## src/rtl/dmem_access_unit_if.sv

```systemverilog
// Request/response bundle between the EX/MEM register and the MEM-stage data memory.
// The master side is the pipeline; the slave side is dmem_access_unit.
interface dmem_access_unit_if #(
    parameter int DM_ADDRESS = 9,
    parameter int DATA_W     = 32
);
    logic                  mem_read;
    logic                  mem_write;
    logic [DM_ADDRESS-1:0] addr;
    logic [DATA_W-1:0]     wr_data;
    logic [2:0]            funct3;
    logic                  stall;
    logic [DATA_W-1:0]     rd_data;
    logic                  rd_valid;
    logic                  access_fault;

    modport master (
        output mem_read, mem_write, addr, wr_data, funct3,
        input  stall, rd_data, rd_valid, access_fault
    );

    modport slave (
        input  mem_read, mem_write, addr, wr_data, funct3,
        output stall, rd_data, rd_valid, access_fault
    );
endinterface

```

## src/rtl/dmem_access_unit.sv

```systemverilog
// MEM-stage data memory: RISC-V B/H/W loads and stores on a little-endian word array,
// with multi-cycle load latency (pipeline stall) and misalignment/illegal-op fault pulses.
module dmem_access_unit #(
    parameter int DM_ADDRESS = 9,
    parameter int DATA_W     = 32,
    parameter int RD_LAT     = 2
) (
    input  logic            clk,
    input  logic            reset,
    dmem_access_unit_if.slave bus
);
    localparam int         WORDS  = 2 ** (DM_ADDRESS - 2);
    localparam logic [1:0] ST_IDLE = 2'd0;
    localparam logic [1:0] ST_WAIT = 2'd1;
    localparam logic [1:0] ST_DONE = 2'd2;
    localparam logic [3:0] LAT_M1  = 4'(RD_LAT - 1);

    logic [DATA_W-1:0]     mem_r [0:WORDS-1];
    logic [1:0]            state_r;
    logic [3:0]            cnt_r;
    logic [DATA_W-1:0]     lat_word_r;
    logic [2:0]            lat_f3_r;
    logic [1:0]            lat_off_r;
    logic [DATA_W-1:0]     rd_data_r;
    logic                  rd_valid_r;

    logic [DM_ADDRESS-3:0] word_idx_s;
    logic [DATA_W-1:0]     rd_word_s;
    logic                  fault_s;
    logic                  idle_s;
    logic                  load_acc_s;
    logic                  store_acc_s;
    logic [3:0]            be_s;
    logic [DATA_W-1:0]     wdata_s;

    // Lane extraction with sign/zero extension; unknown codes never reach here (faulted).
    function automatic logic [31:0] load_extract(input logic [31:0] w,
                                                 input logic [2:0]  f3,
                                                 input logic [1:0]  off);
        logic [4:0]  sh;
        logic [7:0]  b;
        logic [15:0] h;
        logic [31:0] res;
        sh = {off, 3'b000};
        b  = w[sh +: 8];
        h  = off[1] ? w[31:16] : w[15:0];
        case (f3)
            3'b000:  res = {{24{b[7]}}, b};
            3'b100:  res = {24'h000000, b};
            3'b001:  res = {{16{h[15]}}, h};
            3'b101:  res = {16'h0000, h};
            default: res = w;
        endcase
        return res;
    endfunction

    assign word_idx_s = bus.addr[DM_ADDRESS-1:2];
    assign rd_word_s  = mem_r[word_idx_s];

    // Fault classification of the request currently presented.
    always_comb begin
        fault_s = 1'b0;
        if (bus.mem_read && bus.mem_write) begin
            fault_s = 1'b1;
        end else if (bus.mem_read) begin
            case (bus.funct3)
                3'b000, 3'b100: fault_s = 1'b0;
                3'b001, 3'b101: fault_s = bus.addr[0];
                3'b010:         fault_s = (bus.addr[1:0] != 2'b00);
                default:        fault_s = 1'b1;
            endcase
        end else if (bus.mem_write) begin
            case (bus.funct3)
                3'b000:  fault_s = 1'b0;
                3'b001:  fault_s = bus.addr[0];
                3'b010:  fault_s = (bus.addr[1:0] != 2'b00);
                default: fault_s = 1'b1;
            endcase
        end else begin
            fault_s = 1'b0;
        end
    end

    // Requests are only looked at in IDLE and never while reset is asserted.
    assign idle_s      = reset && (state_r == ST_IDLE);
    assign load_acc_s  = idle_s && bus.mem_read && !fault_s;
    assign store_acc_s = idle_s && bus.mem_write && !fault_s;

    // Byte-lane enables and replicated store data.
    always_comb begin
        be_s    = 4'b0000;
        wdata_s = bus.wr_data;
        case (bus.funct3[1:0])
            2'b00: begin
                be_s    = 4'b0001 << bus.addr[1:0];
                wdata_s = {4{bus.wr_data[7:0]}};
            end
            2'b01: begin
                be_s    = bus.addr[1] ? 4'b1100 : 4'b0011;
                wdata_s = {2{bus.wr_data[15:0]}};
            end
            2'b10: begin
                be_s    = 4'b1111;
                wdata_s = bus.wr_data;
            end
            default: begin
                be_s    = 4'b0000;
                wdata_s = bus.wr_data;
            end
        endcase
    end

    // Array write port; contents survive reset.
    always_ff @(posedge clk) begin
        if (store_acc_s) begin
            for (int i = 0; i < 4; i++) begin
                if (be_s[i]) begin
                    mem_r[word_idx_s][8*i +: 8] <= wdata_s[8*i +: 8];
                end
            end
        end
    end

    // Load FSM: latch at acceptance, count down the latency, present the result for one cycle.
    always_ff @(posedge clk or negedge reset) begin
        if (!reset) begin
            state_r    <= ST_IDLE;
            cnt_r      <= 4'd0;
            lat_word_r <= 32'h0000_0000;
            lat_f3_r   <= 3'b000;
            lat_off_r  <= 2'b00;
            rd_data_r  <= 32'h0000_0000;
            rd_valid_r <= 1'b0;
        end else begin
            rd_valid_r <= 1'b0;
            case (state_r)
                ST_IDLE: begin
                    if (load_acc_s) begin
                        lat_word_r <= rd_word_s;
                        lat_f3_r   <= bus.funct3;
                        lat_off_r  <= bus.addr[1:0];
                        cnt_r      <= LAT_M1;
                        if (RD_LAT > 1) begin
                            state_r <= ST_WAIT;
                        end else begin
                            state_r    <= ST_DONE;
                            rd_valid_r <= 1'b1;
                            rd_data_r  <= load_extract(rd_word_s, bus.funct3, bus.addr[1:0]);
                        end
                    end
                end
                ST_WAIT: begin
                    cnt_r <= cnt_r - 4'd1;
                    if (cnt_r == 4'd1) begin
                        state_r    <= ST_DONE;
                        rd_valid_r <= 1'b1;
                        rd_data_r  <= load_extract(lat_word_r, lat_f3_r, lat_off_r);
                    end
                end
                ST_DONE: begin
                    state_r <= ST_IDLE;
                end
                default: begin
                    state_r <= ST_IDLE;
                end
            endcase
        end
    end

    // The request cycle stall and fault pulse must be seen by the pipeline in the same cycle.
    assign bus.stall        = reset && (load_acc_s || (state_r == ST_WAIT));
    assign bus.access_fault = idle_s && (bus.mem_read || bus.mem_write) && fault_s;
    assign bus.rd_data      = rd_data_r;
    assign bus.rd_valid     = rd_valid_r;
endmodule

```

## src/flat_wrapper.sv

```systemverilog
// flat-port wrapper written by rule: the top's interface ports become plain ports
module dmem_access_unit_flat 
#(
    parameter int DM_ADDRESS = 9,
    parameter int DATA_W     = 32,
    parameter int RD_LAT     = 2
)
  (clk, reset, bus_mem_read, bus_mem_write, bus_addr, bus_wr_data, bus_funct3, bus_stall, bus_rd_data, bus_rd_valid, bus_access_fault);
  dmem_access_unit_if #(.DM_ADDRESS(DM_ADDRESS), .DATA_W(DATA_W)) bus_i ();
  input  logic clk;
  input  logic reset;
  input wire logic [$bits(bus_i.mem_read)-1:0] bus_mem_read;
  input wire logic [$bits(bus_i.mem_write)-1:0] bus_mem_write;
  input wire logic [$bits(bus_i.addr)-1:0] bus_addr;
  input wire logic [$bits(bus_i.wr_data)-1:0] bus_wr_data;
  input wire logic [$bits(bus_i.funct3)-1:0] bus_funct3;
  output wire logic [$bits(bus_i.stall)-1:0] bus_stall;
  output wire logic [$bits(bus_i.rd_data)-1:0] bus_rd_data;
  output wire logic [$bits(bus_i.rd_valid)-1:0] bus_rd_valid;
  output wire logic [$bits(bus_i.access_fault)-1:0] bus_access_fault;
  assign bus_i.mem_read = bus_mem_read;
  assign bus_i.mem_write = bus_mem_write;
  assign bus_i.addr = bus_addr;
  assign bus_i.wr_data = bus_wr_data;
  assign bus_i.funct3 = bus_funct3;
  assign bus_stall = bus_i.stall;
  assign bus_rd_data = bus_i.rd_data;
  assign bus_rd_valid = bus_i.rd_valid;
  assign bus_access_fault = bus_i.access_fault;
  dmem_access_unit #(.DM_ADDRESS(DM_ADDRESS), .DATA_W(DATA_W), .RD_LAT(RD_LAT)) u_core (.clk(clk), .reset(reset), .bus(bus_i));
endmodule
```

## config.mk

```make
export PLATFORM = sky130hd
export DESIGN_NAME = dmem_access_unit_flat
export DESIGN_NICKNAME = d
export VERILOG_FILES = /design/src/rtl/dmem_access_unit_if.sv /design/src/rtl/dmem_access_unit.sv /design/src/flat_wrapper.sv
export SDC_FILE = /design/constraint.sdc
export NUM_CORES = 2
export LEC_CHECK = 0
export ABC_AREA = 0
export CORE_ASPECT_RATIO = 0.6
export CORE_UTILIZATION = 30
export CTS_BUF_LIST = sky130_fd_sc_hd__clkbuf_4
export DETAILED_ROUTE_END_ITERATION = 16
export PLACE_DENSITY = 0.47
export SYNTH_ARGS = -nofsm -noshare
export SYNTH_HDL_FRONTEND = slang
export SYNTH_SLANG_ARGS = --single-unit
```

## constraint.sdc

```tcl
create_clock -name clk -period 3.3 [get_ports clk]
set_clock_uncertainty 0.2 [all_clocks]
set_input_delay 0.495 -clock clk [delete_from_list [all_inputs] [get_ports clk]]
set_output_delay 0.495 -clock clk [all_outputs]
set_load 0.02 [all_outputs]
```

==> results.py <==
metrics = {
    "status": {
        "status": "finished with violations",
        "violations": "max-capacitance violations, max-slew violations, negative setup slack",
    },
    "sta": {
        "rsz0062_at_grt": "yes",
        "fin_crit_sh": 1.06,
        "timing.final.ws_setup_ns": -0.184,
        "slew-limit-headroom": -0.0251,
        "fmax_ghz": 0.287,
        "fin_crit_ns": 3.48,
        "setup_viol": 1,
        "final-hold-violation-count": 0,
        "maxSlewViolCount": 2,
        "worst_pin_slew_ns": 1.52,
    },
    "min_path": {
        "min_from": "bus_addr[5]",
        "hold_end": "u_core.lat_word_r[12]",
        "hold_depth": 5,
        "hold_path.class": "input port to flip-flop",
    },
    "worst_setup_path": {
        "worst-path-max-fanout": 3,
        "reg2reg_to": "u_core.lat_word_r[23]",
        "cpPeakStageDelay_ns": 0.40,
        "crit_chain": "nor2_2 > and2_4 > o2111ai_4 > nand2_2 > and2_4 > buf_6",
        "rr_startpoint": "u_core.mem_r[20][23]",
        "cp_common_cell": "and2_4",
        "crit_type": "flip-flop to output pin",
        "cp.arrival_ns": 2.79,
        "worstSetupEndpointType": "output pin",
        "required_ns": 2.60,
        "reg2reg_depth": 7,
        "rrSetupSlack_ns": 0.06,
        "critPathBufInv": 1,
        "cp_slowest_cell": "dfrtp_1",
        "critPathTopFamily": "simple AND/OR/NAND/NOR gates",
        "critical_path.startpoint_type": "flip-flop",
    },
    "grt": {
        "first_global_vias": 102000,
        "grt_overflow": 0,
        "antenna_found_initial": 83,
        "grt_max_degree": 129,
        "grt_pass1_wl_um": 889000,
        "track_usage": 0.237,
    },
    "floorplan": {
        "die_h_um": 571,
        "num_rows": 208,
        "core_area_um2": 536000,
        "dieArea_um2": 543000,
        "ioPinCount": 83,
        "start_util": 0.302,
        "die_x_um": 951,
    },
    "layout": {
        "multiInputGateArea_um2": 34100,
        "nFillCells": 49800,
        "syn2layout_area_growth_pct": 24.4,
        "instances_no_fill": 19200,
        "mostFrequentLayoutCell": "edfxtp_1",
        "drive_gt1_frac": 0.342,
        "regArea_um2": 125000,
        "final_cell_mix": "edfxtp_1 (4,096), buf_4 (1,578), clkbuf_4 (1,375)",
        "fin_nets": 11400,
    },
    "placed_design": {
        "dp_slack_ns": -1.16,
        "dp.cells": 17400,
        "numPortBuffers": 82,
        "hpwl_um": 470000,
        "place.gp.congestion": 0.925,
    },
    "yosys": {
        "synth_async_sr_flop_share": 0.0182,
        "ys_seq_elements": 4172,
        "synth_edf_count": 4096,
        "syn-instance-count": 8894,
        "synth_area_leader_cell": "edfxtp_1",
        "synth-main-ff-cell": "edfxtp_1",
        "synth_top_cells_by_area": "edfxtp_1 (76%), mux4_2 (6.2%), a221oi_1 (3.1%)",
        "synth.cell_area_um2": 162000,
        "ys_seq_area_frac": 0.771,
        "yosys_warnings": 0,
        "synth_cell_type_count": 82,
        "syn_nets": 8944,
        "synth_area_per_cell_um2": 18.2,
        "synth_top_area_share": 0.760,
    },
    "routing": {
        "drt_pre_antenna_iters": 8,
        "avgRoutedWirePerCell_um": 34.5,
        "vias": 107000,
        "antenna_left": 0,
        "drc": 0,
        "routed_wl_um": 663000,
        "via_per_inst": 5.56,
        "drtIter0Drc": 18000,
    },
    "clocking": {
        "cts_sinks": 4172,
        "clock-root-buffer": "clkbuf_4",
        "h-tree-depth": 6,
        "clk_latency_ns": 1.66,
        "cts_made_buffers": 928,
        "cts_buffer_depth": 4,
        "cts.clk_slew.worst_paths_ns": 0.07,
        "cts_tree": "done",
    },
    "run": {
        "drv_cap": 1,
    },
    "pwr": {
        "ir_worst_vdd_v": 0.000286,
        "power_uw": 113000,
        "leakagePower_uw": 0.0671,
        "power.density_nw_per_um2": 559,
    },
}
==> layout make-up <==
cell class	instances	area share
inverters	12	0.000354
diodes	28	0.000348
multi-input cells	4060	0.169
well taps	7140	0.0443
repair buffers	2142	0.107
clock inverters	302	0.00822
clock buffers	1375	0.0512
flip-flops and latches	4172	0.620
==> where the power goes <==
part,internal (µW),switching (µW)
Clock,20200,21600
Sequential,58800,1680
Combinational,3690,6720
==> cell families (layout without fill, tap and decap cells) <==
family / after synthesis / in the layout / share of synthesized area
mux: 830 / 830 / 0.0869
flops: 4172 / 4172 / 0.771
buf+inv: 662 / 3831 / 0.0212
simple gates: 1382 / 1382 / 0.0348
fa+ha+maj: 2 / 2 / 0.000155
xor+xnor: 1 / 1 / 0.0000541
other cells: 0 / 28 / 0
compound gates: 1845 / 1845 / 0.0857
==> sequential cells by signal, indices dropped and copies added (netlist names) <==
register and count:
u_core.lat_f3_r 3, u_core.mem_r 4096, u_core.lat_off_r 2, u_core.bus.rd_valid 1
u_core.lat_word_r 32, u_core.bus.rd_data 32, u_core.state_r 2, u_core.cnt_r 4
==> layer usage <==
| layer | GRT usage | share of wire |
|---|---|---|
| met1 | 0.370 | 0.45 |
| met2 | 0.293 | 0.37 |
| met3 | 0.107 | 0.16 |
| met4 | 0.0509 | 0.020 |
| met5 | 0.00998 | 0.0019 |
==> worst max-delay path by stage <==
stage | start | to | slack, ns | cells after the start
floorplan | bus_funct3[1] | u_core.mem_r[0][18] | 0.11 | 3
global placement | bus_addr[4] | u_core.lat_word_r[20] | -1.80 | 11
detailed placement | bus_addr[4] | u_core.lat_word_r[30] | -1.16 | 10
CTS | u_core.state_r[0] | bus_stall | -0.27 | 6
global route | u_core.state_r[0] | bus_stall | -0.36 | 6
finish | u_core.state_r[0] | bus_stall | -0.18 | 6
==> per-stage QoR <==
step                hold WS (ns)  cell area [µm²]   util  setup TNS [ns]
CTS                      0.00437           201000  0.375          -0.388
global route              0.0882           201000  0.376          -0.456
detailed placement         0.270           188000  0.351         -281.35
global placement           0.263           188000  0.351         -299.81
floorplan              -0.000591           162000      -               0
finish                     0.167           202000  0.376          -0.184
==> what timing repair did <==
| action | in CTS | in global routing |
|---|---|---|
| hold endpoints to repair | 5108 | 0 |
| buffers inserted | 4 | 2 |
| hold buffers | 95 | 0 |
| gates resized for setup | 50 | 7 |
| pin swaps | 4 | 2 |
| endpoints found under the setup margin | 35 | 6 |
==> synthesized netlist by cell type (12+ instances only) <==
cell type  number
mux2_2        146
buf_1          49
clkbuf_1      215
a211oi_1       42
buf_6          36
a2111oi_0      37
a21oi_1       260
nand2_1       434
nor2b_1        14
o211ai_1       42
a22o_1         78
nor4_1         23
o221a_2        28
dfrtp_1        76
nand3_1        28
nor3_1         38
a221oi_1      579
edfxtp_1     4096
o21ai_0       260
o221ai_1       57
and3_1         13
a31oi_1        35
nand2b_1       12
buf_4          89
buf_2         260
o22ai_1        46
mux2i_1       238
nor2_1        761
a22oi_1       167
a221o_1        92
mux4_2        446
==> worst register-to-register path, stage by stage (launching register included) <==
cell and delay (ns):
edfxtp_1 0.37, mux2_2 0.28, a22oi_1 0.23, nand2_1 0.10, o311ai_0 1.22, o31ai_1 0.26, a211oi_1 0.31, a31oi_1 0.15
(Power assumes the default switching activity.)
